File: src/rtl/rr_onehot_grant_pkg.sv
// Shared constants and types for the four-requester round-robin grant generator.
package rr_onehot_grant_pkg;

    localparam int unsigned NUM_REQ = 4;
    localparam int unsigned IDX_W   = 2;

    typedef enum logic {
        S_IDLE  = 1'b0,
        S_GRANT = 1'b1
    } state_t;

    // Requester indices as carried on gnt_id
    localparam logic [IDX_W-1:0] REQ1_IDX = 2'd0;
    localparam logic [IDX_W-1:0] REQ2_IDX = 2'd1;
    localparam logic [IDX_W-1:0] REQ3_IDX = 2'd2;
    localparam logic [IDX_W-1:0] REQ4_IDX = 2'd3;

endpackage

File: src/rtl/rr_onehot_grant_if.sv
// Zero-or-one-hot four-line grant interface; master is the granting end.
interface rr_onehot_grant_if;
    import rr_onehot_grant_pkg::*;

    logic             req1;
    logic             req2;
    logic             req3;
    logic             req4;
    logic             done;
    logic             gnt1;
    logic             gnt2;
    logic             gnt3;
    logic             gnt4;
    logic [IDX_W-1:0] gnt_id;
    logic             busy;
    logic             timeout;

    modport master (
        input  req1, req2, req3, req4, done,
        output gnt1, gnt2, gnt3, gnt4, gnt_id, busy, timeout
    );

    modport slave (
        output req1, req2, req3, req4, done,
        input  gnt1, gnt2, gnt3, gnt4, gnt_id, busy, timeout
    );

endinterface

File: src/rtl/rr_pick.sv
// Rotating-priority selector: first set req bit scanning ptr, ptr+1, ... mod NUM_REQ.
module rr_pick
    import rr_onehot_grant_pkg::*;
(
    input  logic [NUM_REQ-1:0] req,
    input  logic [IDX_W-1:0]   ptr,
    output logic               found,
    output logic [IDX_W-1:0]   idx
);

    logic [IDX_W-1:0] k;

    always_comb begin
        found = 1'b0;
        idx   = ptr;
        k     = ptr;
        for (int i = 0; i < NUM_REQ; i++) begin
            k = ptr + IDX_W'(i);
            if (!found && req[k]) begin
                found = 1'b1;
                idx   = k;
            end
        end
    end

endmodule

File: src/rtl/rr_onehot_grant.sv
// Round-robin grant generator with done-release handshake and hold timeout.
module rr_onehot_grant
    import rr_onehot_grant_pkg::*;
#(
    parameter int unsigned TIMEOUT = 16,
    parameter int unsigned CNT_W   = 8
) (
    input  logic               clk,
    input  logic               rst_n,
    rr_onehot_grant_if.master  bus
);

    state_t               state;
    logic [NUM_REQ-1:0]   req_c;
    logic [NUM_REQ-1:0]   gnt_q;
    logic [IDX_W-1:0]     gnt_id_q;
    logic [IDX_W-1:0]     ptr;
    logic [CNT_W-1:0]     cnt;
    logic                 busy_q;
    logic                 timeout_q;
    logic                 pick_found;
    logic [IDX_W-1:0]     pick_idx;

    assign req_c = {bus.req4, bus.req3, bus.req2, bus.req1};

    rr_pick u_pick (
        .req   (req_c),
        .ptr   (ptr),
        .found (pick_found),
        .idx   (pick_idx)
    );

    // Grant FSM; grant lines only ever load a single shifted bit or zero.
    always_ff @(posedge clk) begin
        if (!rst_n) begin
            state     <= S_IDLE;
            gnt_q     <= '0;
            gnt_id_q  <= REQ1_IDX;
            ptr       <= REQ1_IDX;
            cnt       <= '0;
            busy_q    <= 1'b0;
            timeout_q <= 1'b0;
        end else begin
            timeout_q <= 1'b0;
            case (state)
                S_IDLE: begin
                    if (pick_found) begin
                        gnt_q    <= NUM_REQ'(1) << pick_idx;
                        gnt_id_q <= pick_idx;
                        busy_q   <= 1'b1;
                        cnt      <= '0;
                        state    <= S_GRANT;
                    end
                end
                S_GRANT: begin
                    if (bus.done || (cnt == CNT_W'(TIMEOUT - 1))) begin
                        gnt_q     <= '0;
                        busy_q    <= 1'b0;
                        ptr       <= gnt_id_q + IDX_W'(1);
                        timeout_q <= !bus.done;
                        state     <= S_IDLE;
                    end else begin
                        cnt <= cnt + CNT_W'(1);
                    end
                end
                default: state <= S_IDLE;
            endcase
        end
    end

    assign bus.gnt1    = gnt_q[0];
    assign bus.gnt2    = gnt_q[1];
    assign bus.gnt3    = gnt_q[2];
    assign bus.gnt4    = gnt_q[3];
    assign bus.gnt_id  = gnt_id_q;
    assign bus.busy    = busy_q;
    assign bus.timeout = timeout_q;

endmodule
File: src/flat_wrapper.sv
// flat-port wrapper written by rule: the top's interface ports become plain ports
module rr_onehot_grant_flat import rr_onehot_grant_pkg::*;
#(
    parameter int unsigned TIMEOUT = 16,
    parameter int unsigned CNT_W   = 8
)
  (clk, rst_n, bus_req1, bus_req2, bus_req3, bus_req4, bus_done, bus_gnt1, bus_gnt2, bus_gnt3, bus_gnt4, bus_gnt_id, bus_busy, bus_timeout);
  rr_onehot_grant_if bus_i ();
  input  logic clk;
  input  logic rst_n;
  input wire logic [$bits(bus_i.req1)-1:0] bus_req1;
  input wire logic [$bits(bus_i.req2)-1:0] bus_req2;
  input wire logic [$bits(bus_i.req3)-1:0] bus_req3;
  input wire logic [$bits(bus_i.req4)-1:0] bus_req4;
  input wire logic [$bits(bus_i.done)-1:0] bus_done;
  output wire logic [$bits(bus_i.gnt1)-1:0] bus_gnt1;
  output wire logic [$bits(bus_i.gnt2)-1:0] bus_gnt2;
  output wire logic [$bits(bus_i.gnt3)-1:0] bus_gnt3;
  output wire logic [$bits(bus_i.gnt4)-1:0] bus_gnt4;
  output wire logic [$bits(bus_i.gnt_id)-1:0] bus_gnt_id;
  output wire logic [$bits(bus_i.busy)-1:0] bus_busy;
  output wire logic [$bits(bus_i.timeout)-1:0] bus_timeout;
  assign bus_i.req1 = bus_req1;
  assign bus_i.req2 = bus_req2;
  assign bus_i.req3 = bus_req3;
  assign bus_i.req4 = bus_req4;
  assign bus_i.done = bus_done;
  assign bus_gnt1 = bus_i.gnt1;
  assign bus_gnt2 = bus_i.gnt2;
  assign bus_gnt3 = bus_i.gnt3;
  assign bus_gnt4 = bus_i.gnt4;
  assign bus_gnt_id = bus_i.gnt_id;
  assign bus_busy = bus_i.busy;
  assign bus_timeout = bus_i.timeout;
  rr_onehot_grant #(.TIMEOUT(TIMEOUT), .CNT_W(CNT_W)) u_core (.clk(clk), .rst_n(rst_n), .bus(bus_i));
endmodule
File: config.mk
export PLATFORM = sky130hd
export DESIGN_NAME = rr_onehot_grant_flat
export DESIGN_NICKNAME = d
export VERILOG_FILES = /design/src/rtl/rr_onehot_grant_pkg.sv /design/src/rtl/rr_onehot_grant_if.sv /design/src/rtl/rr_pick.sv /design/src/rtl/rr_onehot_grant.sv /design/src/flat_wrapper.sv
export SDC_FILE = /design/constraint.sdc
export NUM_CORES = 1
export LEC_CHECK = 0
export CORE_MARGIN = 4
export CORE_UTILIZATION = 55
export DETAILED_ROUTE_END_ITERATION = 6
export GPL_ROUTABILITY_DRIVEN = 0
export PLACE_DENSITY = 0.82
export RECOVER_POWER = 100
export SYNTH_ARGS = -nofsm -noshare
export SYNTH_HDL_FRONTEND = slang
export SYNTH_SLANG_ARGS = --single-unit
File: constraint.sdc
create_clock -name clk -period 4.43 [get_ports clk]
set_clock_uncertainty 0.1 [all_clocks]
set_input_delay 0.886 -clock clk [delete_from_list [all_inputs] [get_ports clk]]
set_output_delay 0.886 -clock clk [all_outputs]
set_load 0.005 [all_outputs]
# Word level (Yosys, flattened, before mapping)
# Cells that the tools add are included.
op_classes:
  div_mod_pow: 0
  n_mux: 27
  mul: 0
  n_reduce_logical: 13
  n_lt_le_gt_ge: 4
  n_eq_ne: 4
  shifts: 1
  addsub: 5
  bitwise: 1
op_table:
  columns: ["op", "count"]
  rows:
  - ["8-bit two-way mux", 2]
  - ["8-bit case mux with 2 select lines", 1]
  - ["2-bit by 3-bit < comparator with 1-bit output, second input constant", 4]
  - ["1-bit two-way mux", 12]
  - ["8-bit by 1-bit adder with 8-bit output, second input constant", 1]
  - ["1-bit binary-select mux with 2-bit select", 4]
  - ["8-bit by 4-bit == test with 1-bit output, second input constant", 1]
  - ["4-bit two-way mux", 2]
  - ["4-bit case mux with 2 select lines", 1]
  - ["2-bit AND reduction", 4]
  - ["2-bit two-way mux", 3]
  - ["2-bit by 1-bit adder with 2-bit output, second input constant", 2]
  - ["2-bit adder, second input constant", 2]
  - ["1-bit logical NOT", 4]
  - ["2-bit inequality test, second input constant", 2]
  - ["1-bit case mux with 2 select lines", 2]
  - ["1-bit by 2-bit left shift with 4-bit output, first input constant", 1]
  - ["1-bit logical AND", 3]
  - ["3-bit AND reduction", 1]
  - ["2-bit by 1-bit inequality test with 1-bit output, second input constant", 1]
  - ["1-bit logical OR", 1]
  - ["1-bit NOT", 1]
totals:
  memories: 0
  word_cells: 62
  mem_bits_ro: 0
  mem_bits_rw: 0
  latch_bits: 0
  in_bits: 7
  regBits: 19

# Depth between registers and ports, before layout
depth:
  ltp_word: 15
  depth_mapped: 7
  ltp_nobuf: 6

# Hierarchy
# Synthesis repeated with hierarchy kept, for this count alone.
hier_totals:
  hier_cells: 116
  area_unflattened_um2: 964.7
modules_own_cells:
  columns: ["mod", "cells_each", "area_per_inst_um2", "seq_area_each_um2", "instances"]
  rows:
  - ["rr_onehot_grant", 100, 868.3, 380.4, 1]
  - ["rr_pick", 16, 96.3, 0.0, 1]

# Least setup slack after synthesis
# No wires, ideal clock.
synth_path:
  kind: "in2reg"
  start: "in bus_req3"
  end: "reg u_core.gnt_q[0]"
  path_stages: 5
  n_path_buf: 0
  slack_ps: 2404
  arrival_time_ps: 1851
  setup_time_ps: 76
  required_time_ps: 4254
  cell_sequence: "or3_1 o2111ai_1 nand2_1 or3_1 a21boi_0"
synth_via:
  elab_chain_len: 15
  word_cells_on_any_way: 26
  classes_between: "eq/ne (1); shift (1); mux (17); reduce/logical (7)"
synth_lines:
  columns: ["item", "line", "rtl"]
  rows:
  - ["from (decl)", "flat_wrapper.sv:13", "input wire logic [$bits(bus_i.req3)-1:0] bus_req3;"]
  - ["1-bit binary-select mux with 2-bit select", "rr_pick.sv:19", "if (!found && req[k]) begin"]
  - ["1-bit two-way mux (not written as such)", "rr_pick.sv:19", null]
  - ["1-bit two-way mux", "rr_pick.sv:19", null]
  - ["1-bit logical NOT", "rr_pick.sv:19", null]
  - ["1-bit logical AND", "rr_pick.sv:19", null]
  - ["1-bit two-way mux", "rr_pick.sv:19", null]
  - ["1-bit logical NOT", "rr_pick.sv:19", null]
  - ["1-bit logical AND", "rr_pick.sv:19", null]
  - ["1-bit two-way mux", "rr_pick.sv:19", null]
  - ["1-bit logical NOT", "rr_pick.sv:19", null]
  - ["1-bit logical AND", "rr_pick.sv:19", null]
  - ["2-bit two-way mux", "rr_pick.sv:19", null]
  - ["1-bit by 2-bit left shift with 4-bit output", "rr_onehot_grant.sv:48", "gnt_q <= NUM_REQ'(1) << pick_idx;"]
  - ["4-bit two-way mux", "rr_onehot_grant.sv:47", "if (pick_found) begin"]
  - ["4-bit case mux with 2 select lines", "rr_onehot_grant.sv:45", "case (state)"]
  - ["to (signal assigned)", "rr_onehot_grant.sv:48", null]
  - ["to (decl)", "rr_onehot_grant.sv:15", "logic [NUM_REQ-1:0] gnt_q;"]
# Several ways; a longest one is shown, not always the timed one. The select of a mux whose other input is x is not followed.
# A chain may end at the register's enable or synchronous reset.

# Worst setup path after layout
layout_path:
  start: "in bus_req1"
  end: "reg u_core.gnt_q[3]"
layout_via:
  elab_chain_len: 15
  word_cells_on_any_way: 26
  classes_between: "eq/ne (1); shift (1); mux (17); reduce/logical (7)"
layout_lines:
  columns: ["item", "line", "rtl"]
  rows:
  - ["from (decl)", "flat_wrapper.sv:11", "input wire logic [$bits(bus_i.req1)-1:0] bus_req1;"]
  - ["1-bit binary-select mux with 2-bit select", "rr_pick.sv:19", null]
  - ["1-bit two-way mux (not written as such)", "rr_pick.sv:19", null]
  - ["1-bit two-way mux", "rr_pick.sv:19", null]
  - ["1-bit logical NOT", "rr_pick.sv:19", null]
  - ["1-bit logical AND", "rr_pick.sv:19", null]
  - ["1-bit two-way mux", "rr_pick.sv:19", null]
  - ["1-bit logical NOT", "rr_pick.sv:19", null]
  - ["1-bit logical AND", "rr_pick.sv:19", null]
  - ["1-bit two-way mux", "rr_pick.sv:19", null]
  - ["1-bit logical NOT", "rr_pick.sv:19", null]
  - ["1-bit logical AND", "rr_pick.sv:19", null]
  - ["2-bit two-way mux", "rr_pick.sv:19", null]
  - ["1-bit by 2-bit left shift with 4-bit output", "rr_onehot_grant.sv:48", null]
  - ["4-bit two-way mux", "rr_onehot_grant.sv:47", null]
  - ["4-bit case mux with 2 select lines", "rr_onehot_grant.sv:45", null]
# Several ways; a longest one is shown, not always the timed one. The select of a mux whose other input is x is not followed.

==> run metrics <==
Hold Crit Start=u_core.gnt_q[2]; vias per cell=slightly below 6; Syn Nets=122; Async SR Flop Fraction=0%; Die Wd=49.31 um; R2R depth=5; largest net degree at the start of global routing=20; Seq cells post-synth=19; first-pass GRT wire length=between 3000 and 4000 um; DR WL met3=between 90 and 100 um; DR vias=837; critical path type=primary input to flip-flop; Top Layer Used=met4; M1 wire length=913 um; Starting Density=between 60% and 70%; Synth Area in XOR/XNOR=about 2.8%; CP Max Fanout=5; H-tree Lvls=1; hold_buf cts=0; combinational family with the most area after synthesis=simple AND/OR/NAND/NOR gates; multiplexer share of the synthesized area=1.067%; filler instances=~130; clk_lat worst skew=around 0.29 ns; Hold Path Depth=2; Slew @ Worst Pin=between 0.6 and 0.7 ns; DRC viols=0; Post-Synth Simple-Gate Area=31.60%; Global Route Usage Sum=around 17%; vias in the first global route=~750; FMAX=~400 MHz; status=complete, no violations; Wirelength per Cell=~13 um; Worst setup EP type=flip-flop; Clock Pin Slew Worst Setup and Hold Paths=0.10 ns; post-synth cell types=38; Pleak=roughly 0.46 nW; Yosys warning total=0; grt ovf=0; Detailed Route WL=around 1800 um; worst r2r src=u_core.cnt[4]; DRT Pass-1 Iters=4; synthesized area=between 900 and 1000 um2; unrepaired setup endpoints after global routing=no; Synth Area in Adders=1.333%; setup_tns=0 ns; post-route ant nets=0; part of the cycle the worst path needs=between 50% and 60%; WL met2=roughly 780 um; clock root buffer=clkbuf_4; sequential area share after synthesis=about two fifths; Hold Path Class=flip-flop to flip-flop; setup violators final=0; post-CTS setup buffer count=0; CTS tree=yes; post-layout util=70.71%; Post-synth EDFFs=0; port bufs=14; Post-synth top flop=dfxtp_1; DP Wirelength=~1300 um; Antenna diodes=0; Synth Area in Compound Gates=between 10% and 20%; min cycle time layout=~2.5 ns; clk sinks=19; num rows=14; drt initial violations=21; Final nets=~140; initial antenna violation count=0; final hold vios=0; PwrDens=290.6 nW/um2; Ports=15; core area=about 1600 um2; CP Launch Type=primary input; Syn Inst Count=114; share of layout cells above drive strength 1=4.688%; chip height=just under 50 um; Rel. slew slack=between 50% and 60%; Hold Slack=around 0.37 ns; Area growth, synth to finish=17.47%; Slew Viols, Final=0; buffer depth of the longest clock path=2; Req. time, crit path=between 4 and 5 ns; Synth Area per Inst=roughly 8.2 um2; CTS resizes=0; max_cap viols=0; cts bufs inserted=3; Worst EP arrival=about 2.6 ns; die area=between 2000 and 2500 um2; Peak VDD IR=0.0001765 V; source of the critical timing path=bus_req1
==> Yosys cell counts, types with 2 or more instances <==
master    number  area (um2)
a21boi_0       5       37.54
a21o_1         2       15.01
a21oi_1        5       25.02
a31oi_1        3       18.77
and3_1         2       12.51
clkbuf_1       3       11.26
dfxtp_1       19       380.4
inv_1          5       18.77
nand2_1       17       63.81
nand2b_1       2       12.51
nand3_1        9       45.04
nand4_1        2       12.51
nor2_1         7       26.28
nor2b_1        4       25.02
o21ai_0        2       10.01
or3_1          4       25.02
xor2_1         2       17.52
==> power breakdown <==
group / switching (mW) / internal, mW
logic: 0.0270 / 0.0235
clock network: 0.0515 / 0.0351
registers: 0.00540 / 0.178
total: 0.0839 / 0.236
==> critical path: stages <==
cell and delay (ns):
dlygate4sd3_1 0.59, nor2_1 0.20, nand2_1 0.08, a221oi_1 0.52, nand3_1 0.15, a21boi_0 0.19
==> kinds of logic after synthesis <==
group | after synthesis
flip-flops | 19
buffers and inverters | 9
adder cells (fa/ha/maj) | 1
multiplexers | 1
AO/OA/AOI/OAI | 25
AND/OR/NAND/NOR | 56
XOR/XNOR | 3
==> cells in the final DEF (no fill, tap or decap) <==
cell,count
a221oi_1,1
or4_4,1
o21a_1,1
ha_1,1
dfxtp_1,19
xnor2_1,1
a21oi_1,5
nor3b_1,1
nand2b_1,2
nand4_1,2
nand2_1,17
nand3_1,9
dlygate4sd3_1,10
or2_2,1
nand4b_1,1
xor2_1,2
nor2_4,1
and4_1,1
and3_1,2
and2_0,1
clkbuf_1,1
or3_1,4
mux2i_1,1
nor2b_1,4
o2111ai_1,1
clkbuf_4,3
and2_1,1
o211ai_1,1
o21ai_0,3
nand3b_1,1
nor2_1,7
a21boi_0,5
a21boi_1,1
clkdlybuf4s50_1,4
a31oi_1,3
a41o_1,1
o211a_1,1
a21o_1,2
inv_1,5
==> final timing paths <==
path	to	slack, ns
setup / recovery	u_core.gnt_q[3]	1.94
hold / removal	u_core.gnt_q[2]	0.37
setup reg to reg	u_core.ptr[0]	2.54
hold reg to reg	u_core.gnt_q[2]	0.37
==> metal layers <==
layer	global-route usage, %	vias up
li1	-	433
met2	25.00	19
met1	21.71	381
met5	0	-
met4	10.43	0
met3	3.364	4
==> final cells by class <==
cell class	instances	area [um2]	share of cell area [%]
Sequential cell	19	380.4	34.51
Inverter	5	18.77	1.703
Tap cell	16	20.02	1.816
Timing Repair Buffer	14	140.1	12.71
Clock buffer	4	26.28	2.384
Multi-Input combinational cell	86	516.7	46.88
==> metrics by stage <==
stage          instances  power [mW]  instance area [um2]  setup WS [ns]
3_5_place_dp         140      0.2397                 1076          1.751
5_1_grt              144      0.3418                 1102          1.856
4_1_cts              144      0.3265                 1102          2.064
3_3_place_gp         140      0.2382                 1076          1.795
6_report             144      0.3203                 1102          1.936
2_1_floorplan        114      0.2185                938.4          2.404
==> sequential cells by signal, summed over array words and instances, names as in the netlist <==
register / count
u_core.bus.gnt_id: 2
u_core.cnt: 8
u_core.bus.busy: 1
u_core.ptr: 2
u_core.bus.timeout: 1
u_core.state: 1
u_core.gnt_q: 4
No activity file was read; power rests on OpenSTA's default activity.
